--- src/rtl/mps_intl_pkg.sv ---
// Shared constants for the MPS interlock input filter: channel counts,
// debounce counter width/default and the first-fault index width.
package mps_intl_pkg;

  localparam int DI_W        = 16;
  localparam int AI_W        = 17;
  localparam int DEB_W       = 16;
  // 10 us at 200 MHz
  localparam int DEB_CNT_DEF = 2000;
  localparam int FIRST_IDX_W = 5;

endpackage

--- src/rtl/mps_debounce_ch.sv ---
// One input channel: 2-flop synchronizer, debounce counter and filtered bit.
// Filtered bit follows the synced level after it has differed for N cycles.
module mps_debounce_ch #(
  parameter int DEB_W = 16
) (
  input  logic             i_clk,
  input  logic             i_rst,
  input  logic             i_raw,
  input  logic [DEB_W-1:0] i_deb_cnt,
  output logic             o_filt
);

  logic             sync1_q, sync2_q;
  logic             filt_q, filt_d;
  logic [DEB_W-1:0] cnt_q, cnt_d;
  logic [DEB_W-1:0] lim;

  // A programmed length of 0 or 1 both mean a single-cycle filter.
  assign lim = (i_deb_cnt > DEB_W'(1)) ? (i_deb_cnt - DEB_W'(1)) : '0;

  always_comb begin
    cnt_d  = cnt_q;
    filt_d = filt_q;
    if (sync2_q == filt_q) begin
      cnt_d = '0;
    end else if (cnt_q >= lim) begin
      // >= so that lowering N below an in-flight count still toggles
      filt_d = sync2_q;
      cnt_d  = '0;
    end else begin
      cnt_d = cnt_q + DEB_W'(1);
    end
  end

  always_ff @(posedge i_clk or negedge i_rst) begin
    if (!i_rst) begin
      sync1_q <= 1'b0;
      sync2_q <= 1'b0;
      cnt_q   <= '0;
      filt_q  <= 1'b0;
    end else begin
      sync1_q <= i_raw;
      sync2_q <= sync1_q;
      cnt_q   <= cnt_d;
      filt_q  <= filt_d;
    end
  end

  assign o_filt = filt_q;

endmodule

--- src/rtl/mps_intl_input_filter.sv ---
// MPS front-end: debounced DI, masked sticky analog interlocks; MPS_INTL_FIRST_FAULT_EN adds first-fault capture.
// DI latency N+2, AI latch N+3, clear 1 cycle; no backpressure, outputs are levels.
module mps_intl_input_filter #(
  parameter int DI_W  = mps_intl_pkg::DI_W,
  parameter int AI_W  = mps_intl_pkg::AI_W,
  parameter int DEB_W = mps_intl_pkg::DEB_W
) (
  input  logic                                i_clk,
  input  logic                                i_rst,
  input  logic [DI_W-1:0]                     i_raw_di,
  input  logic [AI_W-1:0]                     i_raw_ai,
  input  logic [DEB_W-1:0]                    i_deb_cnt,
  input  logic [AI_W-1:0]                     i_ai_mask,
  input  logic                                i_intl_clr,
  output logic [DI_W-1:0]                     o_ext_di,
  output logic [AI_W-1:0]                     o_analog_intl,
  output logic [mps_intl_pkg::FIRST_IDX_W-1:0] o_first_idx,
  output logic                                o_first_vld
);

  import mps_intl_pkg::*;

  logic [AI_W-1:0] filt_ai;
  logic [AI_W-1:0] set_vec;
  logic [AI_W-1:0] latch_q, latch_d;

  for (genvar g = 0; g < DI_W; g++) begin : g_di
    mps_debounce_ch #(.DEB_W(DEB_W)) u_ch (
      .i_clk     (i_clk),
      .i_rst     (i_rst),
      .i_raw     (i_raw_di[g]),
      .i_deb_cnt (i_deb_cnt),
      .o_filt    (o_ext_di[g])
    );
  end

  for (genvar g = 0; g < AI_W; g++) begin : g_ai
    mps_debounce_ch #(.DEB_W(DEB_W)) u_ch (
      .i_clk     (i_clk),
      .i_rst     (i_rst),
      .i_raw     (i_raw_ai[g]),
      .i_deb_cnt (i_deb_cnt),
      .o_filt    (filt_ai[g])
    );
  end

  // Set dominates clear, so an active fault cannot be cleared away.
  assign set_vec = filt_ai & ~i_ai_mask;
  assign latch_d = (latch_q & ~{AI_W{i_intl_clr}}) | set_vec;

  always_ff @(posedge i_clk or negedge i_rst) begin
    if (!i_rst) begin
      latch_q <= '0;
    end else begin
      latch_q <= latch_d;
    end
  end

  assign o_analog_intl = latch_q;

`ifdef MPS_INTL_FIRST_FAULT_EN
  logic [AI_W-1:0]        new_set;
  logic [FIRST_IDX_W-1:0] low_idx;
  logic                   any_new;
  logic [FIRST_IDX_W-1:0] first_idx_q;
  logic                   first_vld_q;

  // A bit counts as newly set unless it was already held and not being cleared.
  assign new_set = set_vec & ~(latch_q & ~{AI_W{i_intl_clr}});
  assign any_new = |new_set;

  always_comb begin
    low_idx = '0;
    for (int i = AI_W - 1; i >= 0; i--) begin
      if (new_set[i]) begin
        low_idx = FIRST_IDX_W'(i);
      end
    end
  end

  always_ff @(posedge i_clk or negedge i_rst) begin
    if (!i_rst) begin
      first_idx_q <= '0;
      first_vld_q <= 1'b0;
    end else if (i_intl_clr) begin
      first_vld_q <= any_new;
      if (any_new) begin
        first_idx_q <= low_idx;
      end
    end else if (!first_vld_q && any_new) begin
      first_vld_q <= 1'b1;
      first_idx_q <= low_idx;
    end
  end

  assign o_first_idx = first_idx_q;
  assign o_first_vld = first_vld_q;
`else
  assign o_first_idx = '0;
  assign o_first_vld = 1'b0;
`endif

endmodule
--- config.mk ---
export PLATFORM = sky130hd
export DESIGN_NAME = mps_intl_input_filter
export DESIGN_NICKNAME = d
export VERILOG_FILES = /design/src/rtl/mps_intl_pkg.sv /design/src/rtl/mps_debounce_ch.sv /design/src/rtl/mps_intl_input_filter.sv
export SDC_FILE = /design/constraint.sdc
export NUM_CORES = 2
export LEC_CHECK = 0
export BUFFER_PORTS_ARGS = -buffer_cell sky130_fd_sc_hd__buf_2
export CORE_MARGIN = 4
export CORE_UTILIZATION = 40
export CTS_CLUSTER_SIZE = 20
export DETAILED_ROUTE_END_ITERATION = 10
export HOLD_SLACK_MARGIN = 0.03
export PLACE_DENSITY = 0.6
export RECOVER_POWER = 50
export SYNTH_ARGS = -nofsm -noshare
export SYNTH_HDL_FRONTEND = slang
export SYNTH_SLANG_ARGS = --single-unit
--- constraint.sdc ---
create_clock -name i_clk -period 2.01 [get_ports i_clk]
set_input_delay 0.402 -clock i_clk [delete_from_list [all_inputs] [get_ports i_clk]]
set_output_delay 0.402 -clock i_clk [all_outputs]
set_load 0.005 [all_outputs]
* Word-level counts from Yosys, hierarchy flattened
Cells that the tools add are included.
Widths: inputs -> output; s select.
** Storage, ports and cells
- Flip-flop bits (word level) :: 644
- Input bits :: 69
- Output and inout bits :: 39
** Operators by class
- Add/subtract/negate cells :: 34
- $lt $le $gt $ge :: 34
- Equality and inequality tests :: 33
- Mux-type cells :: 67
- Bitwise gates (word level) :: 38
- Reductions and logical operators :: 33
** Operators with widths (number)
- $mux 16 :: 67
- $add 16x1->16 const B :: 33
- $ge 16x16->1 :: 33
- $reduce_and 2->1 :: 33
- $and 17x17->17 :: 2
- $not 17->17 :: 2
- $eq 1x1->1 :: 33
- $not 1->1 :: 33
- $or 17x17->17 :: 1
- $gt 16x1->1 const B :: 1
- $sub 16x1->16 const B :: 1

* Depth between registers and ports, before layout
- Depth after elaboration :: 5
- Mapped depth :: 16
- Mapped depth without buffers :: 13

* Cells and area by module
From an unflattened synthesis, not the netlist that was laid out.
** Unflattened totals
- Cell total of the unflattened synthesis :: 5947
- Area, all modules :: 52230.1 um^2
** Modules (own cells, without submodules)
- mps_debounce_ch at g_ai[15].u_ch ... :: times used 21, cells an instance 179, area an instance 1555.2 um^2
- mps_debounce_ch at g_ai[0].u_ch ... :: times used 11, cells an instance 176, area an instance 1572.8 um^2
- mps_debounce_ch at g_di[7].u_ch :: times used 1, cells an instance 175, area an instance 1535.2 um^2
- mps_intl_input_filter :: times used 1, cells an instance 77, area an instance 734.5 um^2

* Worst setup path before layout
Ideal clock, no wire load.
- Path type :: in2reg
- Start point :: input port i_deb_cnt[11]
- End point :: register g_di[6].u_ch.cnt_q[10]
- Arrival :: 4.032 ns
- Data required time :: 1.939 ns
- Path slack :: -2.093 ns
- Cell stages on the path :: 15
- Buffers on the path :: 3
- Cell sequence :: or3_1 or3_1 nor2_1 nand4b_1 buf_2 nand2_1 ha_1 a21oi_1 o21ai_0 a221oi_1 o21ai_0 or3_1 clkbuf_2 buf_2 nor2_1
** Between the ends
- Longest elaborated chain between the ends :: 5
** RTL lines
- start, declared :: RTL line mps_intl_input_filter.sv:12 : input logic [DEB_W-1:0] i_deb_cnt,
- $sub 16x1->16 or $gt 16x1->1 (tied branches) :: RTL line mps_debounce_ch.sv:19 : assign lim = (i_deb_cnt > DEB_W'(1)) ? (i_deb_cnt - DEB_W'(1)) : '0;
- $mux 16 * :: RTL line mps_debounce_ch.sv:19
- $ge 16x16->1 * :: RTL line mps_debounce_ch.sv:26 : end else if (cnt_q >= lim) begin
- $mux 16 * :: RTL line mps_debounce_ch.sv:26
- $mux 16 * :: RTL line mps_debounce_ch.sv:24 : if (sync2_q == filt_q) begin
- net g_di[6].u_ch.cnt_d[10] :: RTL line mps_debounce_ch.sv:15 : logic [DEB_W-1:0] cnt_q, cnt_d;
- end signal, assigned :: RTL line mps_debounce_ch.sv:44 : cnt_q <= cnt_d;
- end, declared :: RTL line mps_debounce_ch.sv:15
Mark *: on every way through the listed nets, which the timed path passes. The rest lies on a longest branch.
A chain may end at the register's enable or synchronous reset.

* Final worst setup path
- Start point :: input port i_deb_cnt[4]
- End point :: register g_ai[16].u_ch.cnt_q[3]
** Between the ends
- Longest elaborated chain between the ends :: 5
** RTL lines (RTL line)
- $sub 16x1->16 or $gt 16x1->1 (tied branches) :: mps_debounce_ch.sv:19
- $mux 16 * :: mps_debounce_ch.sv:19
- $ge 16x16->1 * :: mps_debounce_ch.sv:26
- $mux 16 * :: mps_debounce_ch.sv:26
- $mux 16 * :: mps_debounce_ch.sv:24
- net g_ai[16].u_ch.cnt_d[3] :: mps_debounce_ch.sv:15
- end signal, assigned :: mps_debounce_ch.sv:44
- end, declared :: mps_debounce_ch.sv:15
Marked as above.

==> insert_results.sql <==
INSERT INTO impl_metrics (metric_group, metric, value, unit) VALUES
('routing', 'vias_post_dr', '31400', ''),
('worst_hold_path', 'hold_path_end', 'o_analog_intl[3]', ''),
('finish', 'mostFrequentLayoutCell', 'sky130_fd_sc_hd__dfrtp_1', ''),
('routing', 'drt_iter0_drc', '1991', ''),
('synth', 'postSynthCellCount', '4022', ''),
('finish', 'layout_common_cells', '644 x sky130_fd_sc_hd__dfrtp_1, 561 x sky130_fd_sc_hd__nor2_1, 516 x sky130_fd_sc_hd__ha_1', ''),
('cts', 'cts_buffers', '79', ''),
('placement', 'numPortBuffers', '101', ''),
('routing', 'routed_wirelength', '105', 'mm'),
('cts', 'clk_root_buffer_cell', 'sky130_fd_sc_hd__clkbuf_16', ''),
('synth', 'main_combinational_cell_family_by_area_after_synthesis', 'simple AND/OR/NAND/NOR gates', ''),
('synth', 'yosys_most_used_dff', 'sky130_fd_sc_hd__dfrtp_1', ''),
('pwr', 'combinational_share_of_power', '0.138', ''),
('sta', 'slew_headroom', '0.305', ''),
('pwr', 'power.total', '0.0322', 'W'),
('pwr', 'pwr_density_cell', '619', 'nW/um^2'),
('routing', 'detailedRoute.firstPassIterationCount', '5', ''),
('cts', 'tritoncts_clock_tree', 'built', ''),
('routing', 'wire_per_inst', '17.2', 'microns'),
('cts', 'ctsHtreeMaxLevel', '3', ''),
('setup_path', 'critical_path_class', 'primary input to flop', ''),
('sta', 'grt_setup_unrepaired', 'true', ''),
('pwr', 'power_leakage', '25.0', 'nW'),
('job', 'max_cap_viol_count', '0', ''),
('pwr', 'sw_frac_of_total', '0.258', ''),
('worst_hold_path', 'min-delay-start', 'i_intl_clr', ''),
('cts', 'clock-sinks', '644', ''),
('pwr', 'ir_drop', '0.576', 'mV'),
('floorplanning', 'core_region_area', '96700', 'sq um'),
('pwr', 'power.clock.fraction', '0.444', ''),
('routing', 'antenna_violating_nets_post_route', '0', ''),
('floorplanning', 'floorplan.initialDensity', '0.403', ''),
('floorplanning', 'ioPinCount', '108', ''),
('setup_path', 'end_kind', 'flop', ''),
('synth', 'synth_enable_flop_cells', '0', ''),
('status', 'status', 'finished with violations', ''),
('pwr', 'netSwitchingPower', '0.00831', 'W'),
('grt', 'number_of_antenna_violations_at_the_first_check_in_global_routing', '0', ''),
('setup_path', 'reg2reg_from', 'g_ai[3].u_ch.cnt_q[0]', ''),
('finish', 'post_route_cells_drive_above_1_share', '0.241', ''),
('grt', 'vias_in_the_first_global_route', '31000', ''),
('status', 'violations_in_the_final_reports', 'setup timing', ''),
('cts', 'clk_path_buf_depth', '3', ''),
('placement', 'detailed_place_hpwl', '72.8', 'mm'),
('sta', 'finalSetupViolations', '561', ''),
('floorplanning', 'std_cell_rows', '114', ''),
('worst_hold_path', 'worst_hold_path.num_cells', '2', ''),
('routing', 'post-route-drc-count', '0', ''),
('sta', 'peak_freq', '300', 'MHz'),
('setup_path', 'worstSetupStartpoint', 'i_deb_cnt[4]', ''),
('sta', 'tightest_slew', '1.04', 'ns'),
('setup_path', 'reg2reg_to', 'g_ai[3].u_ch.cnt_q[13]', ''),
('grt', 'grt_max_degree', '82', ''),
('finish', 'finalCoreUtilization', '0.537', ''),
('grt', 'overflow', '0', ''),
('synth', 'mappedNetlistArea', '39000', 'sq um'),
('sta', 'final.period_utilization', '1.66', ''),
('synth', 'synth_async_sr_flop_share', '1.00', ''),
('sta', 'layout_setup_ws', '-1.32', 'ns'),
('setup_path', 'r2r_cells', '10', ''),
('synth', 'number_of_warnings_reported_in_the_yosys_synthesis_log', '0', ''),
('setup_path', 'reg2reg_slack', '-0.27', 'ns'),
('synth', 'post_synth_mux_area_share', '0.00780', ''),
('setup_path', 'worstPathMaxFanout', '5', ''),
('floorplanning', 'die_w', '320', 'microns'),
('synth', 'synth.lib_cells_used.distinct', '55', ''),
('sta', 'final-max-slew-violation-count', '0', ''),
('sta', 'timing.final.crit_period', '3.33', 'ns'),
('synth', 'xor_and_xnor_fraction_of_the_mapped_netlist_area', '0.114', ''),
('pwr', 'power.sequential.fraction', '0.418', ''),
('cts', 'worst_setup_hold_path_clk_slew', '0.06', 'ns');
[worst max path at each step]
stage | end | slack [ns] | cells past startpoint
floorplan | g_di[0].u_ch.cnt_q[10] | -1.81 | 14
global placement | g_ai[3].u_ch.o_filt | -2.16 | 16
detailed placement | g_ai[3].u_ch.o_filt | -2.16 | 16
CTS | g_ai[6].u_ch.o_filt | -1.18 | 15
global route | g_ai[16].u_ch.cnt_q[4] | -1.42 | 19
finish | g_ai[16].u_ch.cnt_q[3] | -1.32 | 19
[cell families after synthesis]
| kind of cell | Yosys count |
|---|---|
| muxes | 27 |
| buffers and inverters | 210 |
| DFF | 644 |
| AOI/OAI and AO/OA | 454 |
| other | 1 |
| adders and majority gates | 563 |
| and+or+nand+nor | 1615 |
| xor gates and xnor gates | 508 |
[Yosys cell counts (98+ instances only)]
master	count	share of area
sky130_fd_sc_hd__nand2_1	300	0.029
sky130_fd_sc_hd__and3_1	98	0.016
sky130_fd_sc_hd__nand4_1	129	0.021
sky130_fd_sc_hd__o21ai_0	103	0.013
sky130_fd_sc_hd__dfrtp_1	644	0.41
sky130_fd_sc_hd__xor2_1	344	0.077
sky130_fd_sc_hd__inv_1	127	0.012
sky130_fd_sc_hd__nor2_1	676	0.065
sky130_fd_sc_hd__xnor2_1	164	0.037
sky130_fd_sc_hd__a21oi_1	218	0.028
sky130_fd_sc_hd__nand3_1	225	0.029
sky130_fd_sc_hd__ha_1	563	0.18
[power by group through the flow]
stage                     logic (W)  registers [W]  clock network [W]
after floorplan             0.00159         0.0137                  0
after global placement      0.00358         0.0137                  0
after detailed placement    0.00366         0.0137                  0
after CTS                   0.00393         0.0135             0.0147
after global routing        0.00489         0.0135             0.0153
final                       0.00443         0.0135             0.0143
[what timing repair did]
| item | in CTS | in global routing |
|---|---|---|
| gates resized for setup | 137 | 412 |
| pin swaps | 42 | 128 |
| cloned | 4 | 10 |
| hold buffers | 51 | 0 |
| endpoints found under the setup margin | 561 | 561 |
| setup buffers | 18 | 38 |
| endpoints found under the hold margin | 120 | 0 |
[routing by layer]
layer | part of all wire | up-vias | track usage
met5 | 0 | - | 0
li1 | - | 15500 | -
met1 | 0.48 | 15200 | 0.287
met3 | 0.041 | 129 | 0.0239
met2 | 0.46 | 519 | 0.322
met4 | 0.021 | 0 | 0.0487
[per-stage QoR]
stage	cells	instance area, sq um	hold WS [ns]	TNS [ns]	worst slack, ns
floorplan	4027	39100	0.106	-862.14	-1.81
global placement	5864	45700	0.323	-1094.98	-2.16
detailed placement	5864	45700	0.313	-1097.54	-2.16
CTS	6076	49600	0.240	-593.71	-1.18
global route	6123	52000	0.289	-721.76	-1.42
finish	6124	52000	0.280	-635.79	-1.32
[area by class of cell]
type | instances | area, sq um
timing repair buffer | 763 | 6950
clock buffer | 118 | 2370
fill | 8489 | 44700
tap | 1276 | 1600
clock inverter | 21 | 219
multi-input combinational | 3174 | 24300
antenna | 1 | 2.50
inverter | 127 | 477
sequential | 644 | 16100
[worst max-delay path, cell delays in order]
cell and delay (ns):
sky130_fd_sc_hd__buf_8 0.10, sky130_fd_sc_hd__or3_4 0.42, sky130_fd_sc_hd__nand4b_1 0.26, sky130_fd_sc_hd__nor3_2 0.16, sky130_fd_sc_hd__buf_4 0.20, sky130_fd_sc_hd__buf_6 0.12
sky130_fd_sc_hd__nand2_4 0.06, sky130_fd_sc_hd__xnor2_4 0.22, sky130_fd_sc_hd__nand2_8 0.12, sky130_fd_sc_hd__buf_12 0.17, sky130_fd_sc_hd__buf_6 0.12, sky130_fd_sc_hd__ha_4 0.26
sky130_fd_sc_hd__nand4_1 0.15, sky130_fd_sc_hd__buf_4 0.18, sky130_fd_sc_hd__nor4_4 0.23, sky130_fd_sc_hd__o21a_1 0.23, sky130_fd_sc_hd__or3_4 0.21, sky130_fd_sc_hd__clkbuf_16 0.18
sky130_fd_sc_hd__nor2_4 0.03
[sequential cells by signal, summed over array words and instances, names as in the netlist]
name               count
g_ai.u_ch.o_filt      17
g_di.u_ch.sync2_q     16
g_ai.u_ch.cnt_q      272
g_ai.u_ch.sync2_q     17
g_di.u_ch.sync1_q     16
o_analog_intl         17
g_di.u_ch.o_filt      16
g_ai.u_ch.sync1_q     17
g_di.u_ch.cnt_q      256
No activity file was read; power rests on OpenSTA's default activity.
